## config.mk

```make
export PLATFORM = sky130hd
export DESIGN_NAME = im_stream_fetcher
export DESIGN_NICKNAME = d
export VERILOG_FILES = /design/src/rtl/hdc_fetch_pkg.sv /design/src/rtl/fifo.sv /design/src/rtl/im_stream_fetcher.sv
export SDC_FILE = /design/constraint.sdc
export NUM_CORES = 1
export LEC_CHECK = 0
export ABC_AREA = 1
export CAP_MARGIN = 5
export CORE_MARGIN = 3
export CORE_UTILIZATION = 54
export CTS_CLUSTER_DIAMETER = 120
export DETAILED_ROUTE_END_ITERATION = 7
export GPL_TIMING_DRIVEN = 1
export PLACE_DENSITY = 0.92
export SLEW_MARGIN = 20
export SYNTH_ARGS = -nofsm -noshare
export SYNTH_HDL_FRONTEND = slang
export SYNTH_SLANG_ARGS = --single-unit
```

## constraint.sdc

```tcl
create_clock -name clk_i -period 3.5 [get_ports clk_i]
set_clock_uncertainty 0.2 [all_clocks]
set_input_delay 0.35 -clock clk_i [delete_from_list [all_inputs] [get_ports clk_i]]
set_output_delay 0.35 -clock clk_i [all_outputs]
set_load 0.005 [all_outputs]
```

## src/rtl/hdc_fetch_pkg.sv

```systemverilog
// Shared types for the item-memory stream fetchers: FSM state encoding and start-time config.
// Latency: n/a (types only).
// Backpressure: n/a (types only).
package hdc_fetch_pkg;

    localparam int unsigned FetchAddrWidth = 32;
    localparam int unsigned FetchLenWidth  = 16;

    typedef enum logic [1:0] {
        IDLE  = 2'd0,
        FETCH = 2'd1,
        DRAIN = 2'd2,
        DONE  = 2'd3
    } fetch_state_e;

    // Job description captured when a start pulse is accepted.
    typedef struct packed {
        logic [FetchAddrWidth-1:0] base;
        logic [FetchAddrWidth-1:0] stride;
        logic [FetchLenWidth-1:0]  num_items;
    } fetch_cfg_t;

endpackage

```

## src/rtl/fifo.sv

```systemverilog
// Generic FIFO with optional fall-through (empty FIFO forwards a push to the output in the same cycle).
// Latency: 1 cycle push-to-pop, 0 cycles when FallThrough=1 and the FIFO is empty.
// Backpressure: full_o / empty_o; caller must not push when full or pop when empty.
module fifo #(
    parameter bit          FallThrough = 1'b0,
    parameter int unsigned FifoDepth   = 2,
    parameter int unsigned DataWidth   = 32
) (
    input  logic                               clk_i,
    input  logic                               rst_ni,
    input  logic                               clr_i,
    input  logic                               push_i,
    input  logic [DataWidth-1:0]               data_i,
    input  logic                               pop_i,
    output logic [DataWidth-1:0]               data_o,
    output logic                               full_o,
    output logic                               empty_o,
    output logic [$clog2(FifoDepth+1)-1:0]     usage_o
);

    localparam int unsigned PtrW = (FifoDepth > 1) ? $clog2(FifoDepth) : 1;
    localparam int unsigned CntW = $clog2(FifoDepth + 1);

    logic [DataWidth-1:0] mem_q [FifoDepth];
    logic [PtrW-1:0]      wr_ptr_q;
    logic [PtrW-1:0]      rd_ptr_q;
    logic [CntW-1:0]      count_q;
    logic                 bypass;
    logic                 wr;
    logic                 rd;

    // A push straight into a pop on an empty fall-through FIFO never touches storage.
    assign bypass  = FallThrough && (count_q == '0) && push_i && pop_i;
    assign wr      = push_i && !bypass;
    assign rd      = pop_i && !bypass && (count_q != '0);
    assign full_o  = (count_q == CntW'(FifoDepth));
    assign empty_o = (count_q == '0) && !(FallThrough && push_i);
    assign data_o  = (FallThrough && (count_q == '0)) ? data_i : mem_q[rd_ptr_q];
    assign usage_o = count_q;

    // Pointer and occupancy bookkeeping; clear flushes the contents.
    always_ff @(posedge clk_i) begin
        if (!rst_ni || clr_i) begin
            wr_ptr_q <= '0;
            rd_ptr_q <= '0;
            count_q  <= '0;
        end else begin
            if (wr) begin
                wr_ptr_q <= (wr_ptr_q == PtrW'(FifoDepth - 1)) ? '0 : wr_ptr_q + PtrW'(1);
            end
            if (rd) begin
                rd_ptr_q <= (rd_ptr_q == PtrW'(FifoDepth - 1)) ? '0 : rd_ptr_q + PtrW'(1);
            end
            count_q <= count_q + CntW'(wr) - CntW'(rd);
        end
    end

    // Storage array, no reset needed: contents are only read when occupancy says so.
    always_ff @(posedge clk_i) begin
        if (wr) begin
            mem_q[wr_ptr_q] <= data_i;
        end
    end

    push_when_full: assert property (@(posedge clk_i) disable iff (!rst_ni || clr_i) !(push_i && full_o));

endmodule

```

## src/rtl/im_stream_fetcher.sv

```systemverilog
// Strided memory fetcher feeding the item memory lowdim port; optional stall counter under IM_FETCH_PERF_EN.
// Latency: response to lowdim output is 0 cycles (fall-through buffer) when the buffer is empty.
// Backpressure: requests are credit-limited so inflight + buffered never exceeds BufDepth; output is valid/ready.
module im_stream_fetcher
    import hdc_fetch_pkg::*;
#(
    parameter int unsigned ImAddrWidth  = 32,
    parameter int unsigned MemAddrWidth = 32,
    parameter int unsigned LenWidth     = 16,
    parameter int unsigned BufDepth     = 2
) (
    input  logic                    clk_i,
    input  logic                    rst_ni,
    input  logic                    clr_i,
    input  logic                    start_i,
    input  logic [MemAddrWidth-1:0] base_addr_i,
    input  logic [MemAddrWidth-1:0] stride_i,
    input  logic [LenWidth-1:0]     num_items_i,
    output logic                    busy_o,
    output logic                    done_o,
`ifdef IM_FETCH_PERF_EN
    output logic [31:0]             stall_cycles_o,
`endif
    output logic                    mem_req_o,
    output logic [MemAddrWidth-1:0] mem_addr_o,
    input  logic                    mem_gnt_i,
    input  logic                    mem_rvalid_i,
    input  logic [ImAddrWidth-1:0]  mem_rdata_i,
    output logic [ImAddrWidth-1:0]  lowdim_data_o,
    output logic                    data_valid_o,
    input  logic                    data_ready_i
);

    localparam int unsigned CntW = $clog2(BufDepth + 1);

    fetch_state_e            state_q, state_d;
    fetch_cfg_t              cfg_in;
    logic [MemAddrWidth-1:0] addr_q;
    logic [MemAddrWidth-1:0] stride_q;
    logic [LenWidth-1:0]     num_q;
    logic [LenWidth-1:0]     issued_q;
    logic [LenWidth-1:0]     delivered_q;
    logic [CntW-1:0]         inflight_q;
    logic [CntW-1:0]         discard_q;
    logic [CntW-1:0]         buf_count;
    logic [ImAddrWidth-1:0]  buf_data;
    logic                    buf_empty;
    logic                    buf_full;
    logic                    start_ok;
    logic                    req;
    logic                    gnt;
    logic                    drop;
    logic                    push;
    logic                    pop;
    logic                    last_grant;
    logic                    last_pop;

    assign cfg_in = '{base:      FetchAddrWidth'(base_addr_i),
                      stride:    FetchAddrWidth'(stride_i),
                      num_items: FetchLenWidth'(num_items_i)};

    // Starts wait until every response of an aborted run has been swallowed.
    assign start_ok   = (state_q == IDLE) && start_i && (discard_q == '0) && !clr_i;
    assign req        = (state_q == FETCH) && !clr_i &&
                        (({1'b0, inflight_q} + {1'b0, buf_count}) < (CntW+1)'(BufDepth));
    assign gnt        = req && mem_gnt_i;
    assign drop       = mem_rvalid_i && (discard_q != '0);
    assign push       = mem_rvalid_i && !drop && !clr_i;
    assign data_valid_o = !buf_empty && !clr_i;
    assign pop        = data_valid_o && data_ready_i;
    assign last_grant = gnt && (issued_q == num_q - LenWidth'(1));
    assign last_pop   = pop && (delivered_q == num_q - LenWidth'(1));

    assign busy_o        = (state_q != IDLE);
    assign done_o        = (state_q == DONE);
    assign mem_req_o     = req;
    assign mem_addr_o    = addr_q;
    assign lowdim_data_o = data_valid_o ? buf_data : '0;

    fifo #(
        .FallThrough (1'b1),
        .FifoDepth   (BufDepth),
        .DataWidth   (ImAddrWidth)
    ) u_rsp_buf (
        .clk_i   (clk_i),
        .rst_ni  (rst_ni),
        .clr_i   (clr_i),
        .push_i  (push),
        .data_i  (mem_rdata_i),
        .pop_i   (pop),
        .data_o  (buf_data),
        .full_o  (buf_full),
        .empty_o (buf_empty),
        .usage_o (buf_count)
    );

    // State register.
    always_ff @(posedge clk_i) begin
        if (!rst_ni) begin
            state_q <= IDLE;
        end else begin
            state_q <= state_d;
        end
    end

    // Next-state logic; clear overrides everything and suppresses the done pulse.
    always_comb begin
        state_d = state_q;
        unique case (state_q)
            IDLE:    if (start_ok) state_d = (num_items_i == '0) ? DONE : FETCH;
            FETCH:   if (last_grant) state_d = DRAIN;
            DRAIN:   if (last_pop) state_d = DONE;
            DONE:    state_d = IDLE;
            default: state_d = IDLE;
        endcase
        if (clr_i) begin
            state_d = IDLE;
        end
    end

    // Address walk, issue/delivery counters and response accounting.
    always_ff @(posedge clk_i) begin
        if (!rst_ni) begin
            addr_q      <= '0;
            stride_q    <= '0;
            num_q       <= '0;
            issued_q    <= '0;
            delivered_q <= '0;
            inflight_q  <= '0;
            discard_q   <= '0;
        end else if (clr_i) begin
            issued_q    <= '0;
            delivered_q <= '0;
            inflight_q  <= '0;
            // Outstanding responses (minus one landing right now) must be dropped later.
            discard_q   <= CntW'({1'b0, discard_q} + {1'b0, inflight_q} - (CntW+1)'(mem_rvalid_i));
        end else begin
            if (start_ok) begin
                addr_q      <= MemAddrWidth'(cfg_in.base);
                stride_q    <= MemAddrWidth'(cfg_in.stride);
                num_q       <= LenWidth'(cfg_in.num_items);
                issued_q    <= '0;
                delivered_q <= '0;
            end else begin
                if (gnt) begin
                    addr_q   <= addr_q + stride_q;
                    issued_q <= issued_q + LenWidth'(1);
                end
                if (pop) begin
                    delivered_q <= delivered_q + LenWidth'(1);
                end
            end
            inflight_q <= inflight_q + CntW'(gnt) - CntW'(push);
            if (drop) begin
                discard_q <= discard_q - CntW'(1);
            end
        end
    end

    push_into_full: assert property (@(posedge clk_i) disable iff (!rst_ni) !(push && buf_full));

`ifdef IM_FETCH_PERF_EN
    logic [31:0] stall_q;
    logic [1:0]  stall_inc;
    logic [32:0] stall_sum;

    assign stall_inc      = {1'b0, data_valid_o & ~data_ready_i} + {1'b0, req & ~mem_gnt_i};
    assign stall_sum      = {1'b0, stall_q} + 33'(stall_inc);
    assign stall_cycles_o = stall_q;

    // Saturating stall counter covering downstream and memory-side stalls.
    always_ff @(posedge clk_i) begin
        if (!rst_ni || clr_i || start_ok) begin
            stall_q <= '0;
        end else begin
            stall_q <= stall_sum[32] ? 32'hFFFF_FFFF : stall_sum[31:0];
        end
    end
`endif

endmodule

```

==> out/results.txt <==
DIE HEIGHT: 147 um
First-pass GRT wire length: 47900 um
Number of global-route vias before repair: 10.4k
Gpl congestion: 0.937
Layout area overhead: 25.2%
Leading post-synthesis cells by cell area: dfxtp_1, edfxtp_1, a21oi_1
Post-route ant nets: 0
TritonRoute pass-1 iters: 7
Grt total ovfl: 0
Initial DRC count: 804
CP peak stage delay: 540 ps
Area after DPL: 12900 sq um
# setup viols final: 0
Synth Register Bits: 187
Required time of the critical path: 2950 ps
Ys Warns: 0
Status: finished, final reports clean
Pleak: 5.51 nW
Worst skew pair latency: 440 ps
H-tree Lvls: 4
Setup bufs post-CTS: 0
Post-Syn Nets: 1651
Synth Cell Area: 10800 sq um
WS Path Type: reg -> out
Root buf cell: clkbuf_16
Period utilisation layout: 87.8%
Initial antenna violation count: 0
Max-slew violation count: 0
Clock slew at reported path FFs: 70 ps
CTS tree: done
Rows: 51
Tot Pwr: 5.85 mW
Worst EP arrival: 2520 ps
PostCTS Resize Cnt: 0
Fin nets: 1820
Top FF cell, synth: dfxtp_1
Max-cap viol count: 0
Final Cell Area: 13500 sq um
Fmax: 326 MHz
Worst-path fanout max: 52
Startpoint Class: flop
# port buffers: 186
CORE AREA: 19500 sq um
Setup TNS: 0 ps
Avg WL per Cell: 15.2 um
Min Tclk post-route: 3070 ps
DR vias: 10.7k
DR vias/cell: 5.54
Post-CTS Hold Fix Bufs: 0
All-Layer GR Usage: 26.6%
RSZ-0062 raised after global routing: no
Commonest cells post-synth: nand2_1, nor2_1, a21oi_1, inv_1, o21ai_0
Top-count cell post-synth: nand2_1
# clock sinks: 187
Synth top area share: 22.8%
Unique masters post-synth: 52
Slew @ Worst Pin: 596 ps
Synth async-reset ratio: 0%
Post-detail-place hpwl: 21800 um
Power density over the cells: 433 nW/um^2
Hold Fails Final Rpt: 0
Share of cells above drive strength 1: 5.82%
Clk buf depth: 2
DRC Markers: 0
Filler cells: 1536
Worst path cell trace: or2_2 -> buf_4 -> o21ai_0 -> a21oi_1 -> clkdlybuf4s50_1
Cells after synthesis: 1484
Die ar.: 21700 sq um
I/O pin count: 187
Post-synth EDFFs: 64
Slew headroom: 60.2%
Hold Crit Class: reg -> reg
Peak supply drop: 0.389 mV
Final WL: 29400 um
Sequential area share after synthesis: 40.6%
Num CTS Buffers: 17
Post-Syn Area per Cell: 7.27 sq um
Pin count of the biggest net entering global routing: 69
Area leader, netlist: dfxtp_1
CP Capture Type: output port
# diodes: 0
Die width: 147 um
Cell at the slowest stage of the critical path: clkdlybuf4s50_1
Starting Density: 55.3%
[cell families after synthesis]
logic type | Yosys count | share of synthesized area (%)
flops | 187 | 40.6
simple gates | 646 | 26.3
buf+inv | 212 | 7.57
fa+ha+maj | 48 | 5.70
xor+xnor | 31 | 2.52
compound gates | 360 | 17.3
[layer usage]
layer	share of wire (%)	GRT usage [%]
met5	0	0
met4	3.2	11.4
met3	6.0	4.97
met2	50	46.7
met1	41	32.0
[registers in the layout, summed over array words and instances, names as in the netlist, named ones only]
register / count
num_q: 16
stride_q: 32
state_q: 2
u_rsp_buf.wr_ptr_q: 1
u_rsp_buf.mem_q: 64
delivered_q: 16
mem_addr_o: 32
u_rsp_buf.usage_o: 2
discard_q: 2
inflight_q: 2
issued_q: 16
u_rsp_buf.rd_ptr_q: 1
[final timing paths]
| kind | start | to | slack [ps] | cells after the start |
|---|---|---|---|---|
| setup / recovery | u_rsp_buf.usage_o[1] | lowdim_data_o[1] | 430 | 5 |
| hold / removal | u_rsp_buf.rd_ptr_q | flop | 270 | 1 |
| setup reg to reg | stride_q[0] | mem_addr_o[20] | 650 | 15 |
| hold reg to reg | u_rsp_buf.rd_ptr_q | flop | 270 | 1 |
[layout by cell type (no fill, tap or decap), drive strengths merged, types with 3 or more instances in the layout]
master         count
buf               13
nor3              17
nor4              10
a21oi            190
or2                5
nand4             12
edfxtp            64
clkbuf            17
inv              171
a21o               3
nand2            258
dfxtp            123
o211ai             3
a31oi              3
o21ai            148
clkinv             6
xnor2              9
nor2             240
clkdlybuf4s50    186
nand3b             4
ha                46
xor2              22
nand3             97
[worst max-delay path, delay by kind of cell (launching register included)]
family          cells  cell delay (ps)
compound gates      2              380
buf+inv             2             1000
flops               1              400
simple gates        1              300
[final cells by class]
type	count	area [sq um]	area share (%)
Multi-Input combinational cell	1085	5610	41.5
Sequential cell	187	4390	32.4
Timing Repair Buffer	199	1970	14.6
Inverter	163	619	4.58
Clock buffer	17	425	3.15
Tap cell	265	332	2.45
Clock inverter	15	178	1.31
[stage by stage]
step	setup WS, ps	utilization, %	std cells	hold WS [ps]
2_1_floorplan	568	-	1484	225
3_3_place_gp	691	66.1	1899	239
3_5_place_dp	569	66.1	1899	233
4_1_cts	423	69.2	1931	259
5_1_grt	226	69.2	1931	276
6_report	428	69.2	1931	267
[power by group]
| part | internal [mW] | switching [mW] | leakage (nW) |
|---|---|---|---|
| logic | 0.603 | 0.840 | 3.64 |
| registers | 2.36 | 0.0953 | 1.58 |
| clock network | 0.975 | 0.974 | 0.291 |
(Power assumes the default switching activity.)
==> variant 1, RTL diff (config.mk and constraints unchanged) <==
Encoding of `fetch_state_e`: now one-hot (4 bits for 4 states).
--- a/src/rtl/hdc_fetch_pkg.sv
+++ b/src/rtl/hdc_fetch_pkg.sv
@@ -6,11 +6,11 @@
     localparam int unsigned FetchAddrWidth = 32;
     localparam int unsigned FetchLenWidth  = 16;
 
-    typedef enum logic [1:0] {
-        IDLE  = 2'd0,
-        FETCH = 2'd1,
-        DRAIN = 2'd2,
-        DONE  = 2'd3
+    typedef enum logic [3:0] {
+        IDLE  = 4'b0001,
+        FETCH = 4'b0010,
+        DRAIN = 4'b0100,
+        DONE  = 4'b1000
     } fetch_state_e;
 
     // Job description captured when a start pulse is accepted.
Check against the original RTL: no difference found for any inputs over 4 cycles, from zero or initial values and one cycle with rst_ni low; so few cycles prove little.
==> variant 1 against the original RTL <==
  * Area after synthesis decreased by 0.44%
  * Worst setup slack got worse by 0.044 ns
  * Cell area decreased by 0.61%
  * Via count increased by 0.37%
  * Power decreased by 1.3%
  * Sequential cell count increased by 2
  * Routed wire length increased by 4.4%
  * Synthesized cell count decreased by 0.88%
  * Die area decreased by 0.42%
  * Sequential share of layout area increased by 0.50 points
  * Highest routed layer unchanged
  * Register-to-register slack got worse by 0.16 ns
==> variant 1: results (changes against the original RTL) <==
[detailed_routing]
vias = 10700  ; +0.37%
wl_um = 30700  ; +4.4%
drtIter0Drc = 912  ; +13%

[setup_path]
slowest_delay_ns = 0.52  ; -0.02 ns
arrival_ns = 2.57  ; +0.05 ns
cp_max_fo = 33  ; -37%

[grt]
grt_start_max_net_pins = 91  ; +32%
first_global_vias = 10500  ; +0.88%
grt_antenna_before_repair = 0  ; unchanged
gr-usage-all-layers = 0.277  ; +0.0112

[run_status]
outcome = complete, no violations

[placement]
gp_congestion = 0.986  ; +5.3%
dp_hpwl_um = 22800  ; +4.5%

[yosys]
syn_nets = 1633  ; -1.1%
synthTopCellsByArea = dfxtp_1, edfxtp_1, a21oi_1, nor2_1, nand2_1
ys_top_cells_by_count = nor2_1, nand2_1, a21oi_1

[timing]
tightest_slew_ns = 0.834  ; +0.238 ns

[layout]
nets = 1800  ; -1.1%
layout-drive-gt1-share = 0.0509  ; -0.00735
fillers = 1487  ; -3.2%
stdcell_count = 1911  ; -1.0%

[worst_hold_path]
whs_path_depth = 4  ; +3
min_path_type = input port to register

[power]
leakage_nw = 5.45  ; -1.2%
vdd_drop_max_mv = 0.363  ; -6.7%

## variant 1: report_power, final
part           total, mW  switching, mW  internal, mW
logic               1.34          0.790         0.554
registers           2.47         0.0884          2.38
clock network       1.96          0.940          1.02
## variant 1: final timing paths
kind	startpoint	to	slack (ns)
min	rst_ni	state_q[0]$_SDFFE_PP1P_	0.12
min reg2reg	u_rsp_buf.rd_ptr_q$_SDFFE_PP0P_	register	0.27
max	discard_q[0]$_SDFFE_PN0P_	lowdim_data_o[22]	0.38
max reg2reg	inflight_q[0]$_SDFF_PP0_	inflight_q[1]$_SDFF_PP0_	0.49
## variant 1: through the flow
stage / power [mW] / worst slack [ns] / area, µm² / hold slack, ns / utilization
floorplan: 3.31 / 0.602 / 10700 / 0.226 / -
global placement: 3.78 / 0.660 / 12800 / 0.225 / 0.671
detailed placement: 3.82 / 0.511 / 12800 / 0.243 / 0.671
CTS: 5.76 / 0.378 / 13400 / 0.108 / 0.702
global route: 6.04 / 0.185 / 13400 / 0.139 / 0.702
finish: 5.77 / 0.384 / 13400 / 0.118 / 0.702
## variant 1: metal layers
metal | global-route usage | up-vias | routed length (µm)
met3 | 0.0500 | 63 | 2500
met4 | 0.102 | 0 | 805
met2 | 0.465 | 506 | 14400
met5 | 0 | - | 0
li1 | - | 5254 | -
met1 | 0.359 | 4906 | 13000
## variant 1: logic make-up after synthesis
group	after synthesis	share of synthesized area
and+or+nand+nor	609	0.245
AOI/OAI and AO/OA	377	0.180
buffers and inverters	206	0.0730
DFF	189	0.412
xor gates and xnor gates	47	0.0383
adders and majority gates	43	0.0515
## variant 1: worst register-to-register path: stages (launching register included)
cell and delay (ns):
dfxtp_1 0.37, nand2_1 0.08, inv_1 0.06, fa_1 0.39
or2_1 0.26, nor3_4 0.21, nand2_2 0.21, ha_1 0.34
inv_1 0.04, ha_1 0.20, xnor2_1 0.15, or2_2 0.29
a21oi_1 0.14
## variant 1: area by class of cell
class	count	share of cell area
multi-input combinational	1076	0.413
sequential	189	0.329
timing repair buffer	200	0.146
inverter	154	0.0430
clock buffer	17	0.0317
tap	260	0.0242
clock inverter	15	0.0126
==> variant 2, RTL diff (same flow settings) <==
Made on the original files. Set the parameter `ImAddrWidth` to 48 (it was 32).
--- a/src/rtl/im_stream_fetcher.sv
+++ b/src/rtl/im_stream_fetcher.sv
@@ -4,7 +4,7 @@
 module im_stream_fetcher
     import hdc_fetch_pkg::*;
 #(
-    parameter int unsigned ImAddrWidth  = 32,
+    parameter int unsigned ImAddrWidth  = 48,
     parameter int unsigned MemAddrWidth = 32,
     parameter int unsigned LenWidth     = 16,
     parameter int unsigned BufDepth     = 2
Interface: changed (resized lowdim_data_o and mem_rdata_i); port bits go from 187 to 219. No check against the original RTL was run, so the function may have changed too.
==> variant 2 against the original RTL <==
  * Routed wire length rose by 12%
  * Worst setup slack lost 0.10 ns
  * Area after synthesis grew 13%
  * Cell area rose by 14%
  * Final cell count increased by 8.6%
  * Critical path type unchanged
  * Critical path depth increased by 5
  * Power grew 15%
  * Sequential cell count rose by 32
  * Sequential power is 17% higher
  * Count of clock-buffer cells in the layout up 11
  * Clock power grew 25%
==> variant 2: results (changes against the original RTL) <==
[run_status]
outcome = complete, no violations

[setup_path]
slowest_delay_ns = 0.52  ; -0.02 ns
crit_start = discard_q[0]$_SDFFE_PN0P_
crit-reg2reg-capture = mem_addr_o[22]$_SDFFE_PN0P_
arrival_ns = 2.62  ; +0.10 ns
rrSetupSlack_ns = 0.59  ; -0.06 ns
r2r-start = mem_addr_o[0]$_SDFFE_PN0P_

[layout]
layout-drive-gt1-share = 0.0600  ; +0.00173
nMultiInputCombCells = 1159  ; +6.8%
clock_buffers = 28  ; +11
sh_seq_area = 0.347  ; +0.0231
multi_input_area_um2 = 5970  ; +6.4%

[grt]
grt_pass1_wl_um = 53400  ; +12%
met1_usage = 0.339  ; +0.0189
grt_antenna_before_repair = 1  ; +1
gr-usage-met2 = 0.461  ; -0.00600
gr-usage-all-layers = 0.264  ; -0.00204

[yosys]
syn_nets = 1788  ; +8.3%
synth_edf_count = 96  ; +50%
synthTopCellsByArea = edfxtp_1, dfxtp_1, a21oi_1, nand2_1, nor2_1
synthesis.instances = 1605  ; +8.2%

[placement]
dp_hpwl_um = 24000  ; +9.9%
io_buffer_count = 218  ; +17%
dpl_cell_area_um2 = 14600  ; +13%

[detailed_routing]
firstDrtPassIters = 6  ; -1
wl_um = 32900  ; +12%
highest_layer = met5

[timing]
maxSlewHeadroom = 0.481  ; -0.121
hold_slack_ns = 0.227  ; -0.0401 ns

[floorplanning]
nWellTaps = 280  ; +5.7%

[clock_tree]
clk_latency_ns = 0.51  ; +0.07 ns
cts_buffers = 23  ; +6

[worst_hold_path]
min_from = base_addr_i[2]
min_path_type = input port to register

[power]
vdd_drop_max_mv = 0.281  ; -28%

==> variant 2: changes by cell type in the layout (fill, tap and decap cells not counted), moves of 6 or more <==
| cell | delta |
|---|---|
| o21ai_0 | +27 |
| a21oi_1 | +39 |
| nand3_1 | -7 |
| clkbuf_16 | +7 |
| clkdlybuf4s50_1 | +32 |
| nor3_1 | -6 |
| nor2_1 | +16 |
| edfxtp_1 | +32 |
==> variant 2: logic make-up after synthesis <==
kind of cell,synth area share
flip-flops,0.440
buffers and inverters,0.0713
adder cells (fa/ha/maj),0.0507
AO/OA/AOI/OAI,0.181
XOR/XNOR,0.0187
AND/OR/NAND/NOR,0.239
==> variant 2: where the power goes <==
part           switching [mW]  internal (mW)  total [mW]
sequential             0.0867           2.78        2.87
clock                   0.970           1.47        2.44
combinational           0.825          0.612        1.44
total                    1.88           4.86        6.75
==> variant 2: worst min-delay path, delay by kind of cell <==
family                 cells  cell delay, ns
buffers and inverters      1            0.40
AND/OR/NAND/NOR            1            0.06
AO/OA/AOI/OAI              1            0.08
